### src/rtl/alu_cmd_issue_pkg.sv
// Shared definitions for the ALU command issue stage: opcodes, default width,
// FSM state encoding and a small sizing helper.
package alu_cmd_issue_pkg;

   localparam int DATA_W_DEF = 4;

   localparam logic [1:0] ALUOP_ADD = 2'b00;
   localparam logic [1:0] ALUOP_SUB = 2'b01;
   localparam logic [1:0] ALUOP_AND = 2'b10;
   localparam logic [1:0] ALUOP_OR  = 2'b11;

   typedef enum logic [1:0] {
      IDLE = 2'd0,
      WAIT = 2'd1,
      HOLD = 2'd2
   } state_t;

   // Wait counter must hold the value ALU_LAT; never narrower than one bit.
   function automatic int cnt_width(input int lat);
      return (lat < 1) ? 1 : $clog2(lat + 1);
   endfunction

endpackage

### src/rtl/alu_cmd_fifo.sv
// Synchronous command FIFO with combinational head read; storage is not reset,
// only the pointers and occupancy count are.
module alu_cmd_fifo #(
   parameter int WIDTH = 10,
   parameter int DEPTH = 4
) (
   input  logic                     clk,
   input  logic                     rst,
   input  logic                     push,
   input  logic                     pop,
   input  logic [WIDTH-1:0]         din,
   output logic [WIDTH-1:0]         dout,
   output logic                     full,
   output logic                     empty,
   output logic [$clog2(DEPTH):0]   count
);
   localparam int AW = $clog2(DEPTH);
   localparam logic [AW:0] FULL_CNT = (AW + 1)'(DEPTH);

   logic [WIDTH-1:0] mem [DEPTH];
   logic [AW-1:0]    wr_ptr_reg;
   logic [AW-1:0]    rd_ptr_reg;
   logic [AW:0]      count_reg;
   logic             do_push;
   logic             do_pop;

   assign full    = (count_reg == FULL_CNT);
   assign empty   = (count_reg == '0);
   assign count   = count_reg;
   assign dout    = mem[rd_ptr_reg];
   assign do_push = push && !full;
   assign do_pop  = pop && !empty;

   always_ff @(posedge clk) begin
      if (do_push) begin
         mem[wr_ptr_reg] <= din;
      end
   end

   // Pointers wrap naturally because DEPTH is a power of two.
   always_ff @(posedge clk or posedge rst) begin
      if (rst) begin
         wr_ptr_reg <= '0;
         rd_ptr_reg <= '0;
         count_reg  <= '0;
      end else begin
         if (do_push) wr_ptr_reg <= wr_ptr_reg + 1'b1;
         if (do_pop)  rd_ptr_reg <= rd_ptr_reg + 1'b1;
         case ({do_push, do_pop})
            2'b10:   count_reg <= count_reg + 1'b1;
            2'b01:   count_reg <= count_reg - 1'b1;
            default: count_reg <= count_reg;
         endcase
      end
   end

endmodule

### src/rtl/alu_cmd_issue.sv
// Command issue stage in front of the registered ALU: buffers commands, issues
// one at a time, waits out the ALU latency and holds the result for the consumer.
module alu_cmd_issue
   import alu_cmd_issue_pkg::*;
#(
   parameter int DATA_W  = DATA_W_DEF,
   parameter int DEPTH   = 4,
   parameter int ALU_LAT = 1
) (
   input  logic              clk,
   input  logic              rst,
   input  logic              cmd_valid,
   output logic              cmd_ready,
   input  logic [DATA_W-1:0] cmd_a,
   input  logic [DATA_W-1:0] cmd_b,
   input  logic [1:0]        cmd_op,
   output logic [DATA_W-1:0] alu_a,
   output logic [DATA_W-1:0] alu_b,
   output logic [1:0]        alu_op,
   input  logic [DATA_W-1:0] alu_result,
   output logic              res_valid,
   input  logic              res_ready,
   output logic [DATA_W-1:0] res_data,
   output logic [1:0]        res_op
);
   localparam int ENTRY_W = 2 * DATA_W + 2;
   localparam int CNT_W   = cnt_width(ALU_LAT);
   localparam logic [CNT_W-1:0] LAT_LOAD = CNT_W'(ALU_LAT);

   logic [ENTRY_W-1:0]     fifo_din;
   logic [ENTRY_W-1:0]     fifo_dout;
   logic                   fifo_push;
   logic                   fifo_pop;
   logic                   fifo_full;
   logic                   fifo_empty;
   logic [$clog2(DEPTH):0] fifo_count;
   logic                   unused_count;

   state_t            state_reg, state_next;
   logic [CNT_W-1:0]  cnt_reg, cnt_next;
   logic [DATA_W-1:0] alu_a_reg, alu_a_next;
   logic [DATA_W-1:0] alu_b_reg, alu_b_next;
   logic [1:0]        alu_op_reg, alu_op_next;
   logic [DATA_W-1:0] res_data_reg, res_data_next;
   logic [1:0]        res_op_reg, res_op_next;
   logic              res_valid_reg, res_valid_next;
   logic              issue;

   assign fifo_din     = {cmd_op, cmd_a, cmd_b};
   assign fifo_push    = cmd_valid && !fifo_full;
   assign fifo_pop     = issue;
   assign unused_count = ^fifo_count;

   alu_cmd_fifo #(
      .WIDTH (ENTRY_W),
      .DEPTH (DEPTH)
   ) u_fifo (
      .clk   (clk),
      .rst   (rst),
      .push  (fifo_push),
      .pop   (fifo_pop),
      .din   (fifo_din),
      .dout  (fifo_dout),
      .full  (fifo_full),
      .empty (fifo_empty),
      .count (fifo_count)
   );

   always_comb begin
      state_next     = state_reg;
      cnt_next       = cnt_reg;
      alu_a_next     = alu_a_reg;
      alu_b_next     = alu_b_reg;
      alu_op_next    = alu_op_reg;
      res_data_next  = res_data_reg;
      res_op_next    = res_op_reg;
      res_valid_next = res_valid_reg;
      issue          = 1'b0;
      case (state_reg)
         IDLE: issue = !fifo_empty;
         WAIT: begin
            if (cnt_reg == '0) begin
               res_data_next  = alu_result;
               res_op_next    = alu_op_reg;
               res_valid_next = 1'b1;
               state_next     = HOLD;
            end else begin
               cnt_next = cnt_reg - 1'b1;
            end
         end
         HOLD: begin
            if (res_ready) begin
               res_valid_next = 1'b0;
               issue          = !fifo_empty;
               if (fifo_empty) state_next = IDLE;
            end
         end
         default: state_next = IDLE;
      endcase
      // Issue from IDLE or back-to-back from HOLD shares one load path.
      if (issue) begin
         alu_op_next = fifo_dout[ENTRY_W-1 -: 2];
         alu_a_next  = fifo_dout[2*DATA_W-1 -: DATA_W];
         alu_b_next  = fifo_dout[DATA_W-1:0];
         cnt_next    = LAT_LOAD;
         state_next  = WAIT;
      end
   end

   always_ff @(posedge clk or posedge rst) begin
      if (rst) begin
         state_reg     <= IDLE;
         cnt_reg       <= '0;
         alu_a_reg     <= '0;
         alu_b_reg     <= '0;
         alu_op_reg    <= '0;
         res_data_reg  <= '0;
         res_op_reg    <= '0;
         res_valid_reg <= 1'b0;
      end else begin
         state_reg     <= state_next;
         cnt_reg       <= cnt_next;
         alu_a_reg     <= alu_a_next;
         alu_b_reg     <= alu_b_next;
         alu_op_reg    <= alu_op_next;
         res_data_reg  <= res_data_next;
         res_op_reg    <= res_op_next;
         res_valid_reg <= res_valid_next;
      end
   end

   assign cmd_ready = !fifo_full;
   assign alu_a     = alu_a_reg;
   assign alu_b     = alu_b_reg;
   assign alu_op    = alu_op_reg;
   assign res_valid = res_valid_reg;
   assign res_data  = res_data_reg;
   assign res_op    = res_op_reg;

endmodule

### config.mk
export PLATFORM = sky130hd
export DESIGN_NAME = alu_cmd_issue
export DESIGN_NICKNAME = d
export VERILOG_FILES = /design/src/rtl/alu_cmd_issue_pkg.sv /design/src/rtl/alu_cmd_fifo.sv /design/src/rtl/alu_cmd_issue.sv
export SDC_FILE = /design/constraint.sdc
export NUM_CORES = 1
export LEC_CHECK = 0
export ABC_AREA = 1
export BUFFER_PORTS_ARGS = -buffer_cell sky130_fd_sc_hd__buf_4
export CELL_PAD_IN_SITES_DETAIL_PLACEMENT = 0
export CELL_PAD_IN_SITES_GLOBAL_PLACEMENT = 1
export CORE_MARGIN = 10
export CORE_UTILIZATION = 48
export CTS_CLUSTER_DIAMETER = 80
export DETAILED_ROUTE_END_ITERATION = 12
export PLACE_DENSITY_LB_ADDON = 0.1
export SETUP_SLACK_MARGIN = 0.05
export SYNTH_ARGS = -nofsm -noshare
export SYNTH_HDL_FRONTEND = slang
export SYNTH_SLANG_ARGS = --single-unit
### constraint.sdc
create_clock -name clk -period 2.8 [get_ports clk]
set_input_delay 0.28 -clock clk [delete_from_list [all_inputs] [get_ports clk]]
set_output_delay 0.28 -clock clk [all_outputs]
set_load 0.03 [all_outputs]
==> results.py, run 1 <==
metrics = {
    "clock_network": {
        "max-clock-path-buffers": 2,
        "insertion_delay_ns": 0.33,
        "cts_tree": "yes",
        "cts_buffers": 9,
        "cts.htree.levels": 3,
        "root_buf_cell": "clkbuf_8",
        "numClockSinks": 67,
        "clk_pin_slew_worst_paths_ns": 0.07,
        "postCtsSetupRepairBufs": 0,
    },
    "sta": {
        "max_clock_freq_mhz": 509,
        "fin_skew_ns": 0.00849,
        "tightestPinTransition_ns": 0.603,
        "timing.max_slew.rel_slack_pct": 59.7,
        "setup_viol": 0,
        "min_period_ns": 1.96,
        "rsz0062_at_grt": "false",
        "setup-tns-final_ns": 0,
        "total_count_of_max_transition_violations_in_the_final_report": 0,
        "fin_crit_sh_pct": 70.1,
        "hold_viol_final": 0,
    },
    "placed_design": {
        "placedCellCount": 404,
        "port-buffer-count": 35,
        "dp.final_hpwl_mm": 3.72,
        "gp_congestion": 0.763,
    },
    "synth": {
        "synth_warnings": 0,
        "synthDistinctLibCells": 20,
        "yosys-mux-area-fraction_pct": 0,
        "synthDominantCellAreaShare_pct": 41.4,
        "ys_top_cells_by_area": "edfxtp_1, dfrtp_1, nand2_1",
        "syn_nets": 319,
        "post_synthesis_instance_area_um2": 2900,
        "synth_cells": 295,
        "synth-compound-area-share_pct": 0.690,
        "yosys.area_share.adder_pct": 2.85,
        "synthXorXnorAreaFrac_pct": 1.21,
        "synth_enable_flop_cells": 40,
        "synth_most_common_cell": "nand2_1",
        "netlist_top_cells_count": "nand2_1, inv_1, edfxtp_1, nand3_1, dfrtp_1",
        "largest_family_of_logic_cells_by_synthesized_area": "simple AND/OR/NAND/NOR gates",
        "synth_seq_area_share_pct": 64.7,
        "synthesis.area_per_instance_um2": 9.84,
        "synth_top_cell_by_area": "edfxtp_1",
        "ys_seq_elements": 67,
        "ys.flop_type": "edfxtp_1",
        "synth_simple_gate_area_share_pct": 21.3,
        "synthArstFlopShare_pct": 40.3,
    },
    "power": {
        "power.sequential.fraction_pct": 38.6,
        "p_leak_nw": 1.74,
        "power_switching_w": 0.00158,
        "share_comb_of_total_power_pct": 40.6,
        "sw_frac_of_total_pct": 39.5,
        "power_density_nw_per_um2": 1150,
        "worst_ir_drop_vdd_uv": 626,
        "pwr-share-clk_pct": 20.9,
        "total_power_w": 0.00399,
        "internal_power_summed_over_all_cells_w": 0.00242,
    },
    "detailed_routing": {
        "drt-initial-drc-count": 65,
        "postRouteAntennaNets": 0,
        "detail_route.wirelength_mm": 5.29,
        "routed-via-count": 1862,
        "avgViaCountPerCell": 4.42,
        "drc": 0,
        "drt_first_pass_iters": 4,
        "average_detailed_routed_wire_length_per_instance_um": 12.6,
    },
    "cells_and_area": {
        "final_layout_size_suffix_gt1_share_pct": 18.8,
        "postLayoutCoreUtil_pct": 59.0,
        "fillCellCount": 529,
        "stdcell_count": 421,
        "largest_register_ff_count": 40,
        "insertedDiodeCount": 0,
        "largest_register": "u_fifo.mem",
        "final_nets": 365,
        "area_delta_synth_final_pct": 19.7,
    },
    "setup_path": {
        "worstPathMaxFanout": 13,
        "logic_depth_of_the_worst_register_to_register_path": 9,
        "ff2ff_setup_slack_ns": 0.84,
        "crit_required_ns": 3.03,
        "endpoint_kind": "flop",
        "worst_ep_arrival_time_ns": 2.19,
        "crit-reg2reg-launch": "state_reg[1]$_DFFE_PP0P_",
        "r2r_end": "u_fifo.count[2]$_DFFE_PP0P_",
        "path_class": "flop to flop",
        "critPathLaunchType": "flop",
    },
    "floorplan": {
        "die_h_um": 97.8,
        "number_of_top_level_pins": 36,
        "die_width_um": 97.8,
        "initial_core_util_pct": 49.3,
        "fp.coreArea_um2": 5890,
        "fp.dieArea_um2": 9560,
        "num_rows": 28,
    },
    "global_route": {
        "globalRouteMet2Util_pct": 17.7,
        "grt_busiest_layer": "met2",
        "track_usage_pct": 11.5,
        "grt.met1_usage_pct": 14.1,
        "grt_pass1_wl_mm": 8.87,
        "maximum_number_of_pins_on_one_net_before_global_route_repair": 24,
        "grt_pass1_vias": 1834,
        "overflow": 0,
        "grt_antenna_before_repair": 0,
        "grt_use_met3_pct": 3.66,
    },
    "hold_path": {
        "whs_endpoint": "u_fifo.mem[1][8]$_DFFE_PP_",
        "worstHoldPathType": "input port to flop",
        "holdPathStages": 1,
        "min_from": "cmd_op[0]",
    },
    "flow_run": {
        "cap_viol_max_count": 0,
    },
    "outcome": {
        "run_status": "complete, no violations",
    },
}
==> how the worst max path moves through the flow <==
stage | end | startpoint | depth (start not counted)
2_1_floorplan | u_fifo.count[2]$_DFFE_PP0P_ | u_fifo.count[0]$_DFFE_PP0P_ | 9
3_3_place_gp | u_fifo.count[2]$_DFFE_PP0P_ | state_reg[1]$_DFFE_PP0P_ | 9
3_5_place_dp | u_fifo.count[2]$_DFFE_PP0P_ | state_reg[1]$_DFFE_PP0P_ | 9
4_1_cts | u_fifo.count[2]$_DFFE_PP0P_ | state_reg[1]$_DFFE_PP0P_ | 9
5_1_grt | u_fifo.count[2]$_DFFE_PP0P_ | state_reg[1]$_DFFE_PP0P_ | 9
6_report | u_fifo.count[2]$_DFFE_PP0P_ | state_reg[1]$_DFFE_PP0P_ | 9
==> power groups by stage <==
stage	Sequential (W)	Clock, W	Combinational (W)
global placement	0.00155	0	0.00163
detailed placement	0.00156	0	0.00164
floorplan	0.00175	0	0.000967
CTS	0.00154	0.000851	0.00165
global route	0.00158	0.000901	0.00185
finish	0.00154	0.000833	0.00162
==> worst max-delay path, stage by stage (launching register included) <==
cell and delay (ns):
dfrtp_1 0.40, nand2_1 0.10, nand2_1 0.09, nor2_4 0.28
ha_1 0.23, inv_1 0.07, fa_1 0.38, nand2_1 0.08
nand3_1 0.08, xor2_1 0.14
==> cell usage in the layout (no fill, tap or decap) <==
cell type        n
bufinv_16        1
nand3_1         29
nor2_1           4
edfxtp_1        40
nand2_1        109
xor2_1           3
ha_1             5
fa_1             1
inv_1           52
nor2_2           1
nand3_2          2
nor2_4           1
clkbuf_16        1
clkbuf_8        10
clkbuf_1         4
xnor2_1          1
clkinv_1         1
inv_2            6
o21ai_0          4
nand2_2          2
dfrtp_1         27
dlygate4sd3_1    1
buf_4           41
==> logic make-up after synthesis <==
| group | after synthesis |
|---|---|
| adder cells (fa/ha/maj) | 6 |
| flip-flops | 67 |
| AO/OA/AOI/OAI | 4 |
| XOR/XNOR | 4 |
| buffers and inverters | 66 |
| AND/OR/NAND/NOR | 148 |
==> stage by stage <==
stage          area [µm²]  setup slack [ns]  hold WS, ns
5_1_grt              3470             0.634        0.126
4_1_cts              3470             0.808        0.127
3_5_place_dp         3260             0.821        0.292
3_3_place_gp         3260             0.855        0.283
2_1_floorplan        2900             0.791        0.333
6_report             3470             0.837        0.138
==> layout make-up <==
class	instances	area, µm²	share of cell area (%)
clock buffer	15	178	5.11
clock inverter	1	30.0	0.864
inverter	59	221	6.37
multi-input combinational	162	757	21.8
sequential	67	1880	54.0
tap	75	93.8	2.70
timing repair buffer	42	318	9.15
==> layer usage <==
layer	part of all wire, %	up-vias
met4	2.2	0
met1	46	812
met2	46	44
met3	5.8	10
met5	0	-
li1	-	996
==> repair_timing <==
item	CTS	global route
endpoints found under the setup margin	0	0
endpoints found under the hold margin	9	0
hold buffers	1	0
resized for setup	0	0
Power figures use the tool's default switching activity.
==> run 2: changes to the inputs <==
--- a/config.mk
+++ b/config.mk
@@ -10,7 +10,7 @@
 export CELL_PAD_IN_SITES_DETAIL_PLACEMENT = 0
 export CELL_PAD_IN_SITES_GLOBAL_PLACEMENT = 1
 export CORE_MARGIN = 10
-export CORE_UTILIZATION = 48
+export CORE_UTILIZATION = 40
 export CTS_CLUSTER_DIAMETER = 80
 export DETAILED_ROUTE_END_ITERATION = 12
 export PLACE_DENSITY_LB_ADDON = 0.1
==> constraint.sdc (replaced) <==
create_clock -name clk -period 1.65 [get_ports clk]
set_input_delay 0.165 -clock clk [delete_from_list [all_inputs] [get_ports clk]]
set_output_delay 0.165 -clock clk [all_outputs]
set_load 0.03 [all_outputs]
==> run 2 against run 1 <==
Highest routed layer unchanged. Critical path depth increased by 1. The run now ends with setup timing left. Combinational power increased by 98%. Global-route usage decreased by 0.72 points. First-iteration DRC count increased by 6.2%. Critical path type unchanged. Clock power increased by 54%. Sequential power increased by 67%. Cell area increased by 4.3%.
==> results.py, run 2 (synthesis results as in run 1) <==
metrics = {
    "floorplan": {
        "fp.dieArea_um2": 11100,
        "number_of_top_level_pins": 36,
        "initial_core_util_pct": 42.0,
        "num_rows": 30,
        "die_h_um": 105,
        "die_width_um": 105,
        "fp.coreArea_um2": 6910,
    },
    "clock_network": {
        "root_buf_cell": "clkbuf_8",
        "numClockSinks": 67,
        "clk_pin_slew_worst_paths_ns": 0.07,
        "cts_tree": "yes",
        "insertion_delay_ns": 0.34,
        "cts_buffers": 9,
        "max-clock-path-buffers": 2,
        "cts.htree.levels": 3,
    },
    "cells_and_area": {
        "largest_register_ff_count": 40,
        "layout.cells.most_common": "nand2_1",
        "stdcell_count": 454,
        "most-common-layout-cells": "nand2_1, buf_4, inv_1, edfxtp_1",
        "area_delta_synth_final_pct": 24.9,
        "insertedDiodeCount": 0,
        "final_nets": 377,
        "largest_register": "u_fifo.mem",
        "final_design_area_no_fill_um2": 3620,
        "final_layout_size_suffix_gt1_share_pct": 25.1,
    },
    "sta": {
        "final.hold.worst_slack_ns": 0.0266,
        "fin_crit_sh_pct": 102,
        "rsz0062_at_grt": "true",
        "setup_viol": 1,
        "total_count_of_max_transition_violations_in_the_final_report": 0,
        "tightestPinTransition_ns": 0.381,
        "timing.max_slew.rel_slack_pct": 74.5,
        "min_period_ns": 1.68,
        "hold_viol_final": 0,
        "fin_skew_ns": 0.00733,
        "post-route-worst-setup-slack_ns": -0.0262,
        "max_clock_freq_mhz": 597,
    },
    "global_route": {
        "grt_pass1_wl_mm": 9.46,
        "grt_busiest_layer": "met2",
        "grt_antenna_before_repair": 0,
        "grt.met1_usage_pct": 13.0,
        "maximum_number_of_pins_on_one_net_before_global_route_repair": 28,
        "track_usage_pct": 10.8,
        "overflow": 0,
        "grt_use_met3_pct": 3.19,
        "grt_pass1_vias": 1892,
        "globalRouteMet2Util_pct": 17.2,
    },
    "setup_path": {
        "crit_path_top_delay_cell": "dfrtp_1",
        "slowest_delay_ns": 0.37,
        "worst_ep_arrival_time_ns": 1.90,
        "worstPathMaxFanout": 3,
        "endpoint_kind": "flop",
        "crit_required_ns": 1.87,
        "path_class": "flop to flop",
        "worstPathBufferInverterCount": 3,
        "crit_path_cell_trace": "inv_2 -> nand3_2 -> inv_2 -> nor2_4 -> ha_4 -> inv_2 -> fa_2 -> nand2_2 -> nand3_2 -> xor2_2",
        "critPathLaunchType": "flop",
        "cpLargestDelayFamily": "adder cells",
        "critPathMostFrequentCell": "inv_2",
    },
    "detailed_routing": {
        "detail_route.wirelength_mm": 5.73,
        "drc": 0,
        "average_detailed_routed_wire_length_per_instance_um": 12.6,
        "routed-via-count": 1972,
        "postRouteAntennaNets": 0,
        "drt_first_pass_iters": 4,
        "drt-initial-drc-count": 69,
        "avgViaCountPerCell": 4.34,
    },
    "flow_run": {
        "cap_viol_max_count": 0,
    },
    "placed_design": {
        "gp_congestion": 0.715,
        "placedCellCount": 432,
        "dp_slack_ns": -0.0662,
        "postPlaceCellArea_um2": 3360,
        "port-buffer-count": 35,
        "dp.final_hpwl_mm": 3.76,
    },
    "power": {
        "power_density_nw_per_um2": 1940,
        "total_power_w": 0.00704,
        "worst_ir_drop_vdd_uv": 737,
        "p_leak_nw": 1.80,
    },
    "outcome": {
        "violated_checks": "setup timing",
        "run_status": "complete, but fails checks",
    },
    "hold_path": {
        "worstHoldPathType": "input port to flop",
    },
}
## run 2: cell types whose count changed in the layout (fill, tap and decap cells not counted), moves of 2 or more
cell,delta
inv_2,+2
clkinv_2,+3
buf_4,+12
inv_1,-2
nand2_1,-3
clkbuf_1,-3
nand2_2,+2
nand3_1,-2
## run 2: path summary, 6_finish.rpt
path                                             start                               end  slack, ns  cells past startpoint
setup / recovery           u_fifo.count[1]$_DFFE_PP0P_       u_fifo.count[2]$_DFFE_PP0P_      -0.03                     10
hold / removal                                cmd_a[0]        u_fifo.mem[1][4]$_DFFE_PP_       0.03                      1
setup reg to reg           u_fifo.count[1]$_DFFE_PP0P_       u_fifo.count[2]$_DFFE_PP0P_      -0.03                     10
hold reg to reg                  res_op[1]$_DFFE_PP0P_             res_op[1]$_DFFE_PP0P_       0.47                      2
max in group asynchronous                          rst  u_fifo.wr_ptr_reg[0]$_DFFE_PP0P_       0.93                      4
min in group asynchronous                          rst             res_valid$_DFFE_PP0P_       0.45                      4
## run 2: timing repair
| item | CTS | global route |
|---|---|---|
| endpoints found under the hold margin | 27 | 0 |
| hold buffers | 1 | 0 |
| buffers inserted | 4 | 1 |
| setup endpoints to repair | 1 | 2 |
| pin swaps | 7 | 6 |
| resized for setup | 4 | 4 |
| cloned | 0 | 0 |
## run 2: report_power, final
group | internal (W) | switching (W)
Combinational | 0.00118 | 0.00202
Sequential | 0.00234 | 0.000230
Clock | 0.000685 | 0.000591
Total | 0.00420 | 0.00284
## run 2: metrics by stage
| step | setup TNS, ns | util (%) |
|---|---|---|
| finish | -0.0262 | 52.5 |
| global route | -0.134 | 52.5 |
| CTS | -0.0124 | 52.1 |
| floorplan | -0.0729 | - |
| global placement | 0 | 48.7 |
| detailed placement | -0.0662 | 48.7 |
## run 2: area by class of cell
type | instances | area [µm²]
clock buffers | 10 | 128
fillers | 665 | 3280
flip-flops and latches | 67 | 1880
clock inverters | 6 | 56.3
repair buffers | 54 | 408
well taps | 96 | 120
multi-input cells | 162 | 813
inverters | 59 | 221
## run 2: per-layer routing
metal | part of all wire (%) | wire [µm] | up-vias
met5 | 0 | 0 | -
met3 | 3.7 | 211 | 8
met1 | 48 | 2730 | 910
met4 | 1.4 | 81 | 0
met2 | 47 | 2710 | 35
li1 | - | - | 1019
==> run 3: changes to the inputs <==
--- a/config.mk
+++ b/config.mk
@@ -15,6 +15,7 @@
 export DETAILED_ROUTE_END_ITERATION = 12
 export PLACE_DENSITY_LB_ADDON = 0.1
 export SETUP_SLACK_MARGIN = 0.05
+export SKIP_CTS_REPAIR_TIMING = 1
 export SYNTH_ARGS = -nofsm -noshare
 export SYNTH_HDL_FRONTEND = slang
 export SYNTH_SLANG_ARGS = --single-unit
==> run 3 against run 2 <==
Die area is the same. Cell count is the same. Sequential share of layout area grew 0.11 points. Utilization is 0.11 points lower. First-iteration DRC count down 4.3%. Highest routed layer unchanged. The flow still finishes with violations (setup timing). Via count down 1.3%. Sequential power is essentially flat. Sequential cell count is the same. Worst setup slack gained 0.017 ns.
==> results.py, run 3 (synthesis results as in run 1) <==
metrics = {
    "sta": {
        "timing.max_slew.rel_slack_pct": 74.2,
        "min_period_ns": 1.66,
        "fin_skew_ns": 0.00819,
        "rsz0062_at_grt": "true",
        "fin_crit_sh_pct": 101,
        "setup-tns-final_ns": -0.00906,
        "setup_viol": 1,
        "max_clock_freq_mhz": 603,
        "hold_viol_final": 0,
        "total_count_of_max_transition_violations_in_the_final_report": 0,
        "post-route-worst-setup-slack_ns": -0.00906,
        "tightestPinTransition_ns": 0.385,
    },
    "setup_path": {
        "worst_setup_path_startpoint": "state_reg[1]$_DFFE_PP0P_",
        "crit-reg2reg-launch": "state_reg[1]$_DFFE_PP0P_",
        "crit_path_top_delay_cell": "dfrtp_1",
        "worstPathMaxFanout": 2,
        "worstPathBufferInverterCount": 1,
        "path_class": "flop to flop",
        "crit_path_cell_trace": "nand2_2 -> nand2_2 -> nor2_4 -> ha_4 -> inv_2 -> fa_2 -> nand2_1 -> nand3_1 -> xor2_1",
        "cpLargestDelayFamily": "adder cells",
        "endpoint_kind": "flop",
        "slowest_delay_ns": 0.39,
        "worst_ep_arrival_time_ns": 1.88,
        "critPathLaunchType": "flop",
        "crit_required_ns": 1.87,
        "critPathMostFrequentCell": "nand2_2",
    },
    "global_route": {
        "overflow": 0,
        "grt.met1_usage_pct": 13.0,
        "grt_pass1_vias": 1869,
        "grt_busiest_layer": "met2",
        "track_usage_pct": 10.8,
        "grt_use_met3_pct": 3.19,
        "maximum_number_of_pins_on_one_net_before_global_route_repair": 28,
        "grt_antenna_before_repair": 0,
        "globalRouteMet2Util_pct": 17.0,
        "grt_pass1_wl_mm": 9.43,
    },
    "cells_and_area": {
        "final_nets": 377,
        "insertedDiodeCount": 0,
        "final_layout_size_suffix_gt1_share_pct": 24.0,
        "most-common-layout-cells": "nand2_1, buf_4, inv_1, edfxtp_1, nand3_1",
        "layout.cells.most_common": "nand2_1",
        "largest_register": "u_fifo.mem",
        "largest_register_ff_count": 40,
        "postLayoutCoreUtil_pct": 52.4,
        "area_delta_synth_final_pct": 24.6,
        "fillCellCount": 668,
    },
    "detailed_routing": {
        "postRouteAntennaNets": 0,
        "average_detailed_routed_wire_length_per_instance_um": 12.7,
        "drc": 0,
        "avgViaCountPerCell": 4.29,
        "routed-via-count": 1947,
        "detail_route.wirelength_mm": 5.78,
        "drt_first_pass_iters": 4,
        "drt-initial-drc-count": 66,
    },
    "clock_network": {
        "cts_buffers": 9,
        "max-clock-path-buffers": 2,
        "insertion_delay_ns": 0.34,
        "clk_pin_slew_worst_paths_ns": 0.07,
        "root_buf_cell": "clkbuf_8",
        "cts.htree.levels": 3,
        "numClockSinks": 67,
        "cts_tree": "yes",
    },
    "floorplan": {
        "initial_core_util_pct": 42.0,
        "num_rows": 30,
        "fp.coreArea_um2": 6910,
        "fp.dieArea_um2": 11100,
        "number_of_top_level_pins": 36,
        "die_h_um": 105,
        "die_width_um": 105,
    },
    "placed_design": {
        "gp_congestion": 0.715,
        "port-buffer-count": 35,
        "dp.final_hpwl_mm": 3.76,
    },
    "hold_path": {
        "worstHoldPathType": "input port to flop",
        "min_from": "cmd_a[0]",
    },
    "power": {
        "p_leak_nw": 1.80,
        "power_density_nw_per_um2": 1940,
        "worst_ir_drop_vdd_uv": 737,
    },
    "outcome": {
        "violated_checks": "setup timing",
        "run_status": "complete, but fails checks",
    },
    "flow_run": {
        "cap_viol_max_count": 0,
    },
}
-- run 3: changes by cell type in the layout (fill, tap and decap cells not counted) --
cell | before | now
nand3_1 | 27 | 28
nand2_1 | 106 | 107
xor2_2 | 1 | 0
inv_2 | 8 | 7
nand2_2 | 4 | 3
xor2_1 | 2 | 3
nand3_2 | 3 | 1
inv_1 | 50 | 51
nand3_4 | 1 | 2
-- run 3: path summary, 6_finish.rpt --
path,to,slack [ns],depth (start not counted)
setup / recovery,u_fifo.count[2]$_DFFE_PP0P_,-0.009,9
hold / removal,u_fifo.mem[1][4]$_DFFE_PP_,0.03,1
setup reg to reg,u_fifo.count[2]$_DFFE_PP0P_,-0.009,9
hold reg to reg,res_op[1]$_DFFE_PP0P_,0.47,2
max in group asynchronous,u_fifo.wr_ptr_reg[0]$_DFFE_PP0P_,0.93,4
min in group asynchronous,state_reg[1]$_DFFE_PP0P_,0.46,4
-- run 3: cell type report --
type	count	area [µm²]	share of cell area, %
clock buffer	10	128	3.53
clock inverter	6	56.3	1.56
inverter	59	221	6.12
multi-input combinational	162	806	22.3
sequential	67	1880	51.9
tap	96	120	3.32
timing repair buffer	54	408	11.3
-- run 3: per-stage QoR --
stage               cells  hold WS (ns)  total power, W  setup slack, ns  cell area, µm²
finish                454        0.0255         0.00703         -0.00906            3620
global route          454       0.00595         0.00762           -0.140            3620
CTS                   448        -0.107         0.00700          -0.0895            3550
detailed placement    432         0.264         0.00570          -0.0662            3360
global placement      432         0.262         0.00567           0.0332            3360
floorplan             295         0.218         0.00469          -0.0600            2930
-- run 3: per-layer routing --
layer,vias up,share of wire (%)
li1,1020,-
met1,885,47
met2,33,48
met3,9,3.6
met4,0,1.5
met5,-,0
-- run 3: power breakdown --
group / internal [W] / switching, W
sequential: 0.00234 / 0.000231
clock: 0.000685 / 0.000593
combinational: 0.00117 / 0.00201
